## src/rtl/instr_sequencer.sv

```systemverilog
// Multi-cycle instruction sequencer for the 8-bit register-file datapath.
// Owns the program counter, fetches 16-bit instruction words, presents the
// opcode/dr/sa/sb fields to the decoder and issues one exec_en per instruction.
// Jumps and conditional branches are resolved from decoder pl/jb/bc, the
// datapath z/n flags and the register-A bus.
// Optional feature macro: SEQ_SINGLE_STEP_EN (adds the step input and a WAIT
// state between instructions).
module instr_sequencer #(
  parameter int              PC_W     = 8,
  parameter logic [PC_W-1:0] RESET_PC = '0,
  parameter logic [6:0]      HALT_OP  = 7'h7F
) (
  input  logic            clk,
  input  logic            rst_n,
  input  logic            start,
`ifdef SEQ_SINGLE_STEP_EN
  input  logic            step,
`endif
  output logic [PC_W-1:0] imem_addr,
  output logic            imem_rd,
  input  logic [15:0]     instr_in,
  output logic [6:0]      opcode,
  output logic [2:0]      dr,
  output logic [2:0]      sa,
  output logic [2:0]      sb,
  output logic            exec_en,
  input  logic            pl,
  input  logic            jb,
  input  logic            bc,
  input  logic [PC_W-1:0] ad_in,
  input  logic            z_flag,
  input  logic            n_flag,
  output logic            busy,
  output logic            halted
);

  typedef enum logic [2:0] {
    S_IDLE,
    S_FETCH,
    S_LATCH,
    S_EXEC,
`ifdef SEQ_SINGLE_STEP_EN
    S_WAIT,
`endif
    S_HALT
  } state_t;

  state_t          r_state;
  logic [PC_W-1:0] r_pc;
  logic            r_imem_rd;
  logic [6:0]      r_opcode;
  logic [2:0]      r_dr;
  logic [2:0]      r_sa;
  logic [2:0]      r_sb;
  logic            r_exec_en;
  logic            r_busy;
  logic            r_halted;

  logic [5:0]      w_offset;
  logic [PC_W-1:0] w_offset_ext;
  logic            w_cond;
  logic [PC_W-1:0] w_next_pc;

  // Branch offset is the 6-bit two's-complement value {dr,sb}, sign-extended
  // to the PC width; all PC arithmetic wraps modulo 2^PC_W.
  assign w_offset     = {r_dr, r_sb};
  assign w_offset_ext = {{(PC_W-6){w_offset[5]}}, w_offset};
  assign w_cond       = bc ? n_flag : z_flag;
  assign w_next_pc    = (pl && jb)     ? ad_in :
                        (pl && w_cond) ? r_pc + w_offset_ext :
                                         r_pc + PC_W'(1);

  assign imem_addr = r_pc;
  assign imem_rd   = r_imem_rd;
  assign opcode    = r_opcode;
  assign dr        = r_dr;
  assign sa        = r_sa;
  assign sb        = r_sb;
  assign exec_en   = r_exec_en;
  assign busy      = r_busy;
  assign halted    = r_halted;

  // Sequencer FSM: state, PC, latched fields and all registered outputs.
  always_ff @(posedge clk or negedge rst_n) begin
    if (!rst_n) begin
      // NOTE: the field registers are plain flops, not a memory array, so they
      // take a reset value like any other state; async reset also kills an
      // in-flight exec_en immediately.
      r_state   <= S_IDLE;
      r_pc      <= RESET_PC;
      r_imem_rd <= 1'b0;
      r_opcode  <= '0;
      r_dr      <= '0;
      r_sa      <= '0;
      r_sb      <= '0;
      r_exec_en <= 1'b0;
      r_busy    <= 1'b0;
      r_halted  <= 1'b0;
    end else begin
      // NOTE: strobes default low every cycle and are re-asserted only on the
      // transition into their state; non-blocking assignments keep every
      // branch below reading this cycle's register values.
      r_imem_rd <= 1'b0;
      r_exec_en <= 1'b0;
      case (r_state)
        S_IDLE: begin
          if (start) begin
            r_pc      <= RESET_PC;
            r_imem_rd <= 1'b1;
            r_busy    <= 1'b1;
            r_state   <= S_FETCH;
          end
        end
        S_FETCH: begin
          r_state <= S_LATCH;
        end
        S_LATCH: begin
          r_opcode  <= instr_in[15:9];
          r_dr      <= instr_in[8:6];
          r_sa      <= instr_in[5:3];
          r_sb      <= instr_in[2:0];
          r_exec_en <= (instr_in[15:9] != HALT_OP);
          r_state   <= S_EXEC;
        end
        S_EXEC: begin
          if (r_opcode == HALT_OP) begin
            r_busy   <= 1'b0;
            r_halted <= 1'b1;
            r_state  <= S_HALT;
          end else begin
            r_pc <= w_next_pc;
`ifdef SEQ_SINGLE_STEP_EN
            r_state <= S_WAIT;
`else
            r_imem_rd <= 1'b1;
            r_state   <= S_FETCH;
`endif
          end
        end
`ifdef SEQ_SINGLE_STEP_EN
        S_WAIT: begin
          if (step) begin
            r_imem_rd <= 1'b1;
            r_state   <= S_FETCH;
          end
        end
`endif
        S_HALT: begin
          if (start) begin
            r_pc      <= RESET_PC;
            r_halted  <= 1'b0;
            r_busy    <= 1'b1;
            r_imem_rd <= 1'b1;
            r_state   <= S_FETCH;
          end
        end
        default: begin
          r_state <= S_IDLE;
        end
      endcase
    end
  end

endmodule

```

## config.mk

```make
export PLATFORM = sky130hd
export DESIGN_NAME = instr_sequencer
export DESIGN_NICKNAME = d
export VERILOG_FILES = /design/src/rtl/instr_sequencer.sv
export SDC_FILE = /design/constraint.sdc
export NUM_CORES = 1
export LEC_CHECK = 0
export CAP_MARGIN = 0
export CORE_ASPECT_RATIO = 1.1
export CORE_MARGIN = 3
export CORE_UTILIZATION = 40
export DETAILED_ROUTE_END_ITERATION = 10
export HOLD_SLACK_MARGIN = 0.15
export PLACE_DENSITY = 0.76
export SYNTH_ARGS = -nofsm -noshare
export SYNTH_HDL_FRONTEND = slang
export SYNTH_SLANG_ARGS = --single-unit
```

## constraint.sdc

```tcl
create_clock -name clk -period 2.3 [get_ports clk]
set_clock_uncertainty 0.1 [all_clocks]
set_input_delay 0.46 -clock clk [delete_from_list [all_inputs] [get_ports clk]]
set_output_delay 0.46 -clock clk [all_outputs]
set_load 0.02 [all_outputs]
```

==> flow_summary.yaml, run 1 <==
logic_synthesis:
  synthCells: 156
  synth_area_sq_um: 1680
  synth.area.mux_share: 0.126
  ys_seq_area_frac: 0.463
  yosysUniqueCellTypes: 45
  synth_common_cells: "31 x dfrtp_1, 14 x mux2_1, 13 x nand2_1"
  synth_compound_area_frac: 0.131
  yosysMostFrequentCell: "dfrtp_1"
  synth_fp_nets: 194
  synth-async-reset-ratio: 1.00
  syn_avg_cell_area_sq_um: 10.7
  synthAdderAreaFrac: 0.0493
  ys_top_cells_by_area: "dfrtp_1 46%, mux2_1 9.4%, ha_1 3.7%, nand3_1 3.0%, nand2_1 2.9%"
  synthSimpleGateAreaFrac: 0.172
  synth_xor_area_frac: 0.0209
  synth_top_area_frac: 0.463
  synth_top_family_by_area: "simple AND/OR/NAND/NOR gates"
  synth_edf_count: 0
  ys_seq_elements: 31
  ys.flop_type: "dfrtp_1"
  ys_warn_count: 0
  synth_top_cell_by_area: "dfrtp_1"
routing:
  ant_nets: 0
  vias_per_cell: 5.10
  drtIter0Drc: 37
  vias: 1494
  wl_per_cell_um: 14.6
  drc: 0
  firstDrtPassIters: 4
  drt-total-wl_um: 4280
timing:
  hold_viol: 0
  min_period_ns: 2.52
  setup_viol: 2
  timing.final.crit_share: 1.10
  rsz0062_at_grt: "yes"
  max_slew_margin: 0.639
  max_freq_ghz: 0.396
  slew_violations: 0
  postLayoutSetupSlackWorst_ns: -0.223
  holdWs_ns: 0.360
  max_slew.worst_pin.slew_ns: 0.542
floorplanning:
  rows: 24
  start_util: 0.420
  die_x_um: 67.7
  core_area_sq_um: 3990
  ios: 60
  die_area_sq_um: 5010
  die_y_um: 73.9
clocking:
  cts_tree: "yes"
  cts_max_level: 2
  cts_root_buf: "clkbuf_8"
  numCtsBuffers: 5
  clockBufferDepth: 2
  cts_hold_buf: 0
  clk_pin_slew_ns: 0.07
  cts_sinks: 31
  clock_latency_ns: 0.29
setup_path:
  crit_type: "primary input to flop"
  cp-end-kind: "flop"
  cp.arrival_ns: 2.66
  worstSetupStartpointType: "primary input"
  crit_path_max_fanout: 4
  cp_data_required_time_ns: 2.43
worst_hold_path:
  hp-class: "flop to flop"
cells_and_area:
  area_growth_pct: 57.0
  drive_gt1_frac: 0.245
  fin_cells: 293
  antenna_cells: 0
  fin_nets: 278
  postLayoutCoreUtil: 0.659
run_status:
  status: "finished with violations"
  violations: "setup timing"
global_routing:
  antenna_found_initial: 0
  grt_pass1_wl_um: 6620
  grt_usage: 0.180
  grt_use_met3: 0.0749
  busiest_layer: "met2"
  grt_pass1_vias: 1492
  gr-usage-met2: 0.267
  grt-ovfl-total: 0
  grt_start_max_net_pins: 32
  grt_use_met1: 0.222
placed_design:
  dpl.cell_count: 280
  port_buffers: 59
  hpwlAfterDp_um: 3180
  gp_congestion: 0.810
power:
  cellLeakagePower_nw: 1.11
  powerDensity_nw_per_um2: 1230
  vdd_drop_max_v: 0.000707
run:
  max-cap-violations: 0
-- kinds of logic after synthesis --
logic type	after synthesis
simple gates	53
buf+inv	12
fa+ha+maj	6
compound gates	31
flops	31
xor+xnor	4
mux	19
-- critical path, stage by stage --
cell       delay, ns
buf_6           0.09
mux2_4          0.20
and2_4          0.14
nand2b_1        0.05
ha_2            0.18
inv_2           0.06
fa_2            0.22
nor2b_4         0.05
o31a_1          0.26
or4_4           0.45
a2111oi_4       0.34
or3b_1          0.15
-- final timing paths --
kind	startpoint	endpoint	slack, ns	cells after the start
max reg2reg	sb[0]	imem_addr[6]	-0.10	9
max	bc	imem_addr[6]	-0.22	12
max in group asynchronous	rst_n	busy	1.33	2
min reg2reg	r_state[2]	r_state[1]	0.36	1
min in group asynchronous	rst_n	imem_addr[1]	0.47	2
min	r_state[2]	r_state[1]	0.36	1
-- metrics by stage --
step | setup WS [ns] | instance area [sq um] | power, mW | TNS (ns)
global route | -0.327 | 2630 | 3.47 | -0.460
floorplan | -0.375 | 1710 | 1.97 | -0.393
detailed placement | -0.958 | 2470 | 2.77 | -4.56
global placement | -0.892 | 2470 | 2.72 | -4.18
finish | -0.223 | 2630 | 3.25 | -0.265
CTS | -0.323 | 2580 | 3.23 | -0.323
-- registers in the layout, summed over array words and instances (netlist names) --
| name | cells |
|---|---|
| imem_addr | 8 |
| dr | 3 |
| sb | 3 |
| exec_en | 1 |
| r_state | 3 |
| halted | 1 |
| imem_rd | 1 |
| opcode | 7 |
| busy | 1 |
| sa | 3 |
-- repair_timing --
item                                    in CTS  in global routing
gates resized for setup                     15                  6
pin swaps                                    9                 11
buffers inserted                             3                  2
cloned                                       0                  0
endpoints found under the setup margin       7                  4
-- metal layers --
| layer | part of all wire | vias to the layer above |
|---|---|---|
| met1 | 0.42 | 721 |
| li1 | - | 724 |
| met4 | 0.022 | 0 |
| met5 | 0 | - |
| met3 | 0.070 | 9 |
| met2 | 0.49 | 40 |
-- report_power, final --
group	switching, mW	leakage (nW)	internal, mW
combinational	0.858	0.698	0.955
clock	0.217	0.0402	0.210
sequential	0.216	0.372	0.793
-- final cells by class --
type	instances	area [sq um]
flip-flops and latches	31	776
clock inverters	3	20.0
inverters	6	22.5
multi-input cells	113	916
clock buffers	5	68.8
repair buffers	83	764
well taps	52	65.1
fillers	332	1360
-- cell usage in the layout, fill, tap and decap left out, types with 2 or more instances in the layout --
cell	count
buf_4	23
nand4_1	2
and2_4	2
clkinvlp_4	2
mux2_2	2
clkbuf_8	5
inv_1	5
mux2_1	14
a21oi_1	5
nand2b_1	2
a21oi_2	2
nor3_1	3
o21a_1	3
nor2_1	8
clkdlybuf4s50_1	55
o21ai_0	3
nand2_1	12
ha_4	3
mux2i_1	2
nand3_1	9
buf_2	2
nand2_2	2
and2_1	2
buf_6	2
and3_1	2
xnor2_1	3
dfrtp_1	31
a211oi_2	2
o21ai_1	6
No activity file was read; power rests on OpenSTA's default activity.
==> run 2: changes to the inputs <==
--- a/config.mk
+++ b/config.mk
@@ -5,13 +5,14 @@
 export SDC_FILE = /design/constraint.sdc
 export NUM_CORES = 1
 export LEC_CHECK = 0
+export ABC_AREA = 1
 export CAP_MARGIN = 0
 export CORE_ASPECT_RATIO = 1.1
 export CORE_MARGIN = 3
 export CORE_UTILIZATION = 40
 export DETAILED_ROUTE_END_ITERATION = 10
 export HOLD_SLACK_MARGIN = 0.15
-export PLACE_DENSITY = 0.76
+export PLACE_DENSITY = 0.75
 export SYNTH_ARGS = -nofsm -noshare
 export SYNTH_HDL_FRONTEND = slang
 export SYNTH_SLANG_ARGS = --single-unit
==> flow_summary.yaml, run 2 <==
routing:
  drc: 0
  drtIter0Drc: 101
  drt-total-wl_um: 4160
  ant_nets: 0
  vias_per_cell: 4.86
  wl_per_cell_um: 13.1
  vias: 1546
  firstDrtPassIters: 4
timing:
  min_period_ns: 2.05
  max_freq_ghz: 0.488
  max_slew_margin: 0.662
  setup-tns-final_ns: 0
  rsz0062_at_grt: "no"
  max_slew.worst_pin.slew_ns: 0.506
  slew_violations: 0
  setup_viol: 0
  hold_viol: 0
  holdWs_ns: 0.395
  timing.final.crit_share: 0.891
clocking:
  clock_latency_ns: 0.28
  cts_root_buf: "clkbuf_8"
  cts_hold_buf: 0
  clockBufferDepth: 2
  numCtsBuffers: 5
  clk_pin_slew_ns: 0.07
  cts_sinks: 31
  cts_tree: "yes"
  cts_max_level: 2
setup_path:
  cp-end-kind: "flop"
  cp.arrival_ns: 2.13
  timing.rr.end: "imem_addr[6]"
  worstSetupEndpoint: "imem_addr[7]"
  rr_worst_depth: 12
  rrSetupSlack_ns: 0.40
  worstSetupStartpointType: "primary input"
  crit_path_max_fanout: 4
  cp_data_required_time_ns: 2.38
  rr_startpoint: "sb[0]"
  crit_type: "primary input to flop"
  cp-startpoint: "bc"
logic_synthesis:
  synth_fp_nets: 231
  synth-async-reset-ratio: 1.00
  yosysUniqueCellTypes: 39
  ys_seq_elements: 31
  ys_seq_area_frac: 0.454
  ys_top_cells_by_area: "dfrtp_1 45%, nand2_1 9.7%, inv_1 5.7%, mux2_2 5.3%, ha_1 3.7%"
  synth_common_cells: "44 x nand2_1, 31 x dfrtp_1, 26 x inv_1"
  ys.flop_type: "dfrtp_1"
  syn_avg_cell_area_sq_um: 8.86
  yosysMostFrequentCell: "nand2_1"
  synth_top_cell_by_area: "dfrtp_1"
  synth_area_sq_um: 1710
  synthCells: 193
  synth_top_area_frac: 0.454
  synth_edf_count: 0
  ys_warn_count: 0
floorplanning:
  die_x_um: 68.3
  core_area_sq_um: 4050
  die_area_sq_um: 5100
  die_y_um: 74.6
  rows: 24
  start_util: 0.422
  ios: 60
cells_and_area:
  antenna_cells: 0
  final_cell_mix: "55 x clkdlybuf4s50_1, 42 x nand2_1, 31 x dfrtp_1"
  area_growth_pct: 48.9
  fin_cells: 318
  mostFrequentLayoutCell: "clkdlybuf4s50_1"
  fin_nets: 304
  drive_gt1_frac: 0.195
  largest_reg_flops: 8
placed_design:
  hpwlAfterDp_um: 3040
  port_buffers: 59
  dpl.cell_count: 309
  gp_congestion: 0.819
worst_hold_path:
  hp-class: "flop to flop"
  whs_path_depth: 1
power:
  powerDensity_nw_per_um2: 1300
  vdd_drop_max_v: 0.000685
  cellLeakagePower_nw: 1.23
global_routing:
  grt_pass1_wl_um: 6850
  grt_pass1_vias: 1527
  grt_usage: 0.180
  grt-ovfl-total: 0
  antenna_found_initial: 0
  grt_start_max_net_pins: 32
run:
  max-cap-violations: 0
run_status:
  status: "complete, no violations"
==> run 2: through the flow <==
stage | setup slack, ns | utilization | area [sq um] | power (mW)
floorplan | 0.0467 | - | 1710 | 2.08
global placement | -0.435 | 0.593 | 2400 | 2.81
detailed placement | -0.498 | 0.593 | 2400 | 2.83
CTS | 0.00131 | 0.626 | 2540 | 3.35
global route | 0.0280 | 0.628 | 2550 | 3.58
finish | 0.252 | 0.628 | 2550 | 3.32
==> run 2: final cells by class <==
cell class	instances	area (sq um)
Clock buffer	6	82.6
Clock inverter	1	5.00
Fill cell	362	1510
Inverter	29	109
Multi-Input combinational cell	130	838
Sequential cell	31	776
Tap cell	52	65.1
Timing Repair Buffer	69	672
==> run 2: cell families after synthesis <==
logic type,after synthesis,share of synthesized area
simple gates,82,0.238
xor+xnor,3,0.0154
fa+ha+maj,6,0.0483
flops,31,0.454
buf+inv,32,0.0768
compound gates,29,0.102
mux,10,0.0651
==> run 2: how the worst min path moves through the flow <==
stage,to,startpoint,slack [ns]
after floorplan,busy,rst_n,0.06
after global placement,r_state[1],r_state[2],0.37
after detailed placement,sa[1],sa[1],0.38
after CTS,sa[1],sa[1],0.40
after global routing,sa[1],sa[1],0.42
final,sa[1],sa[1],0.40
==> run 2: routing by layer <==
metal	vias up	track usage	part of all wire
met5	-	0	0
met2	51	0.306	0.50
met4	0	0.0662	0.021
li1	769	-	-
met3	11	0.0514	0.062
met1	715	0.215	0.42
==> run 2: critical path: stages <==
cell,delay (ns)
clkbuf_2,0.09
inv_1,0.03
nand2_1,0.06
nand2_2,0.07
nand2_2,0.08
buf_6,0.11
inv_2,0.03
nand2_2,0.07
inv_1,0.09
ha_4,0.28
nand2_1,0.05
nor2_1,0.08
nand2_1,0.07
nand3_2,0.09
inv_2,0.05
nor2_2,0.10
nand2_1,0.06
nand3_1,0.06
nand3_1,0.08
nand2_1,0.08
nand2_1,0.04
==> run 2: timing repair <==
item | CTS | global route
pin swaps | 8 | 9
endpoints found under the setup margin | 6 | 7
buffers inserted | 2 | 0
cloned | 0 | 0
gates resized for setup | 9 | 8
==> run 2: power breakdown <==
part	switching (mW)	leakage, nW	internal [mW]
logic	0.983	0.812	0.900
clock network	0.202	0.0470	0.235
registers	0.201	0.371	0.800
total	1.39	1.23	1.93
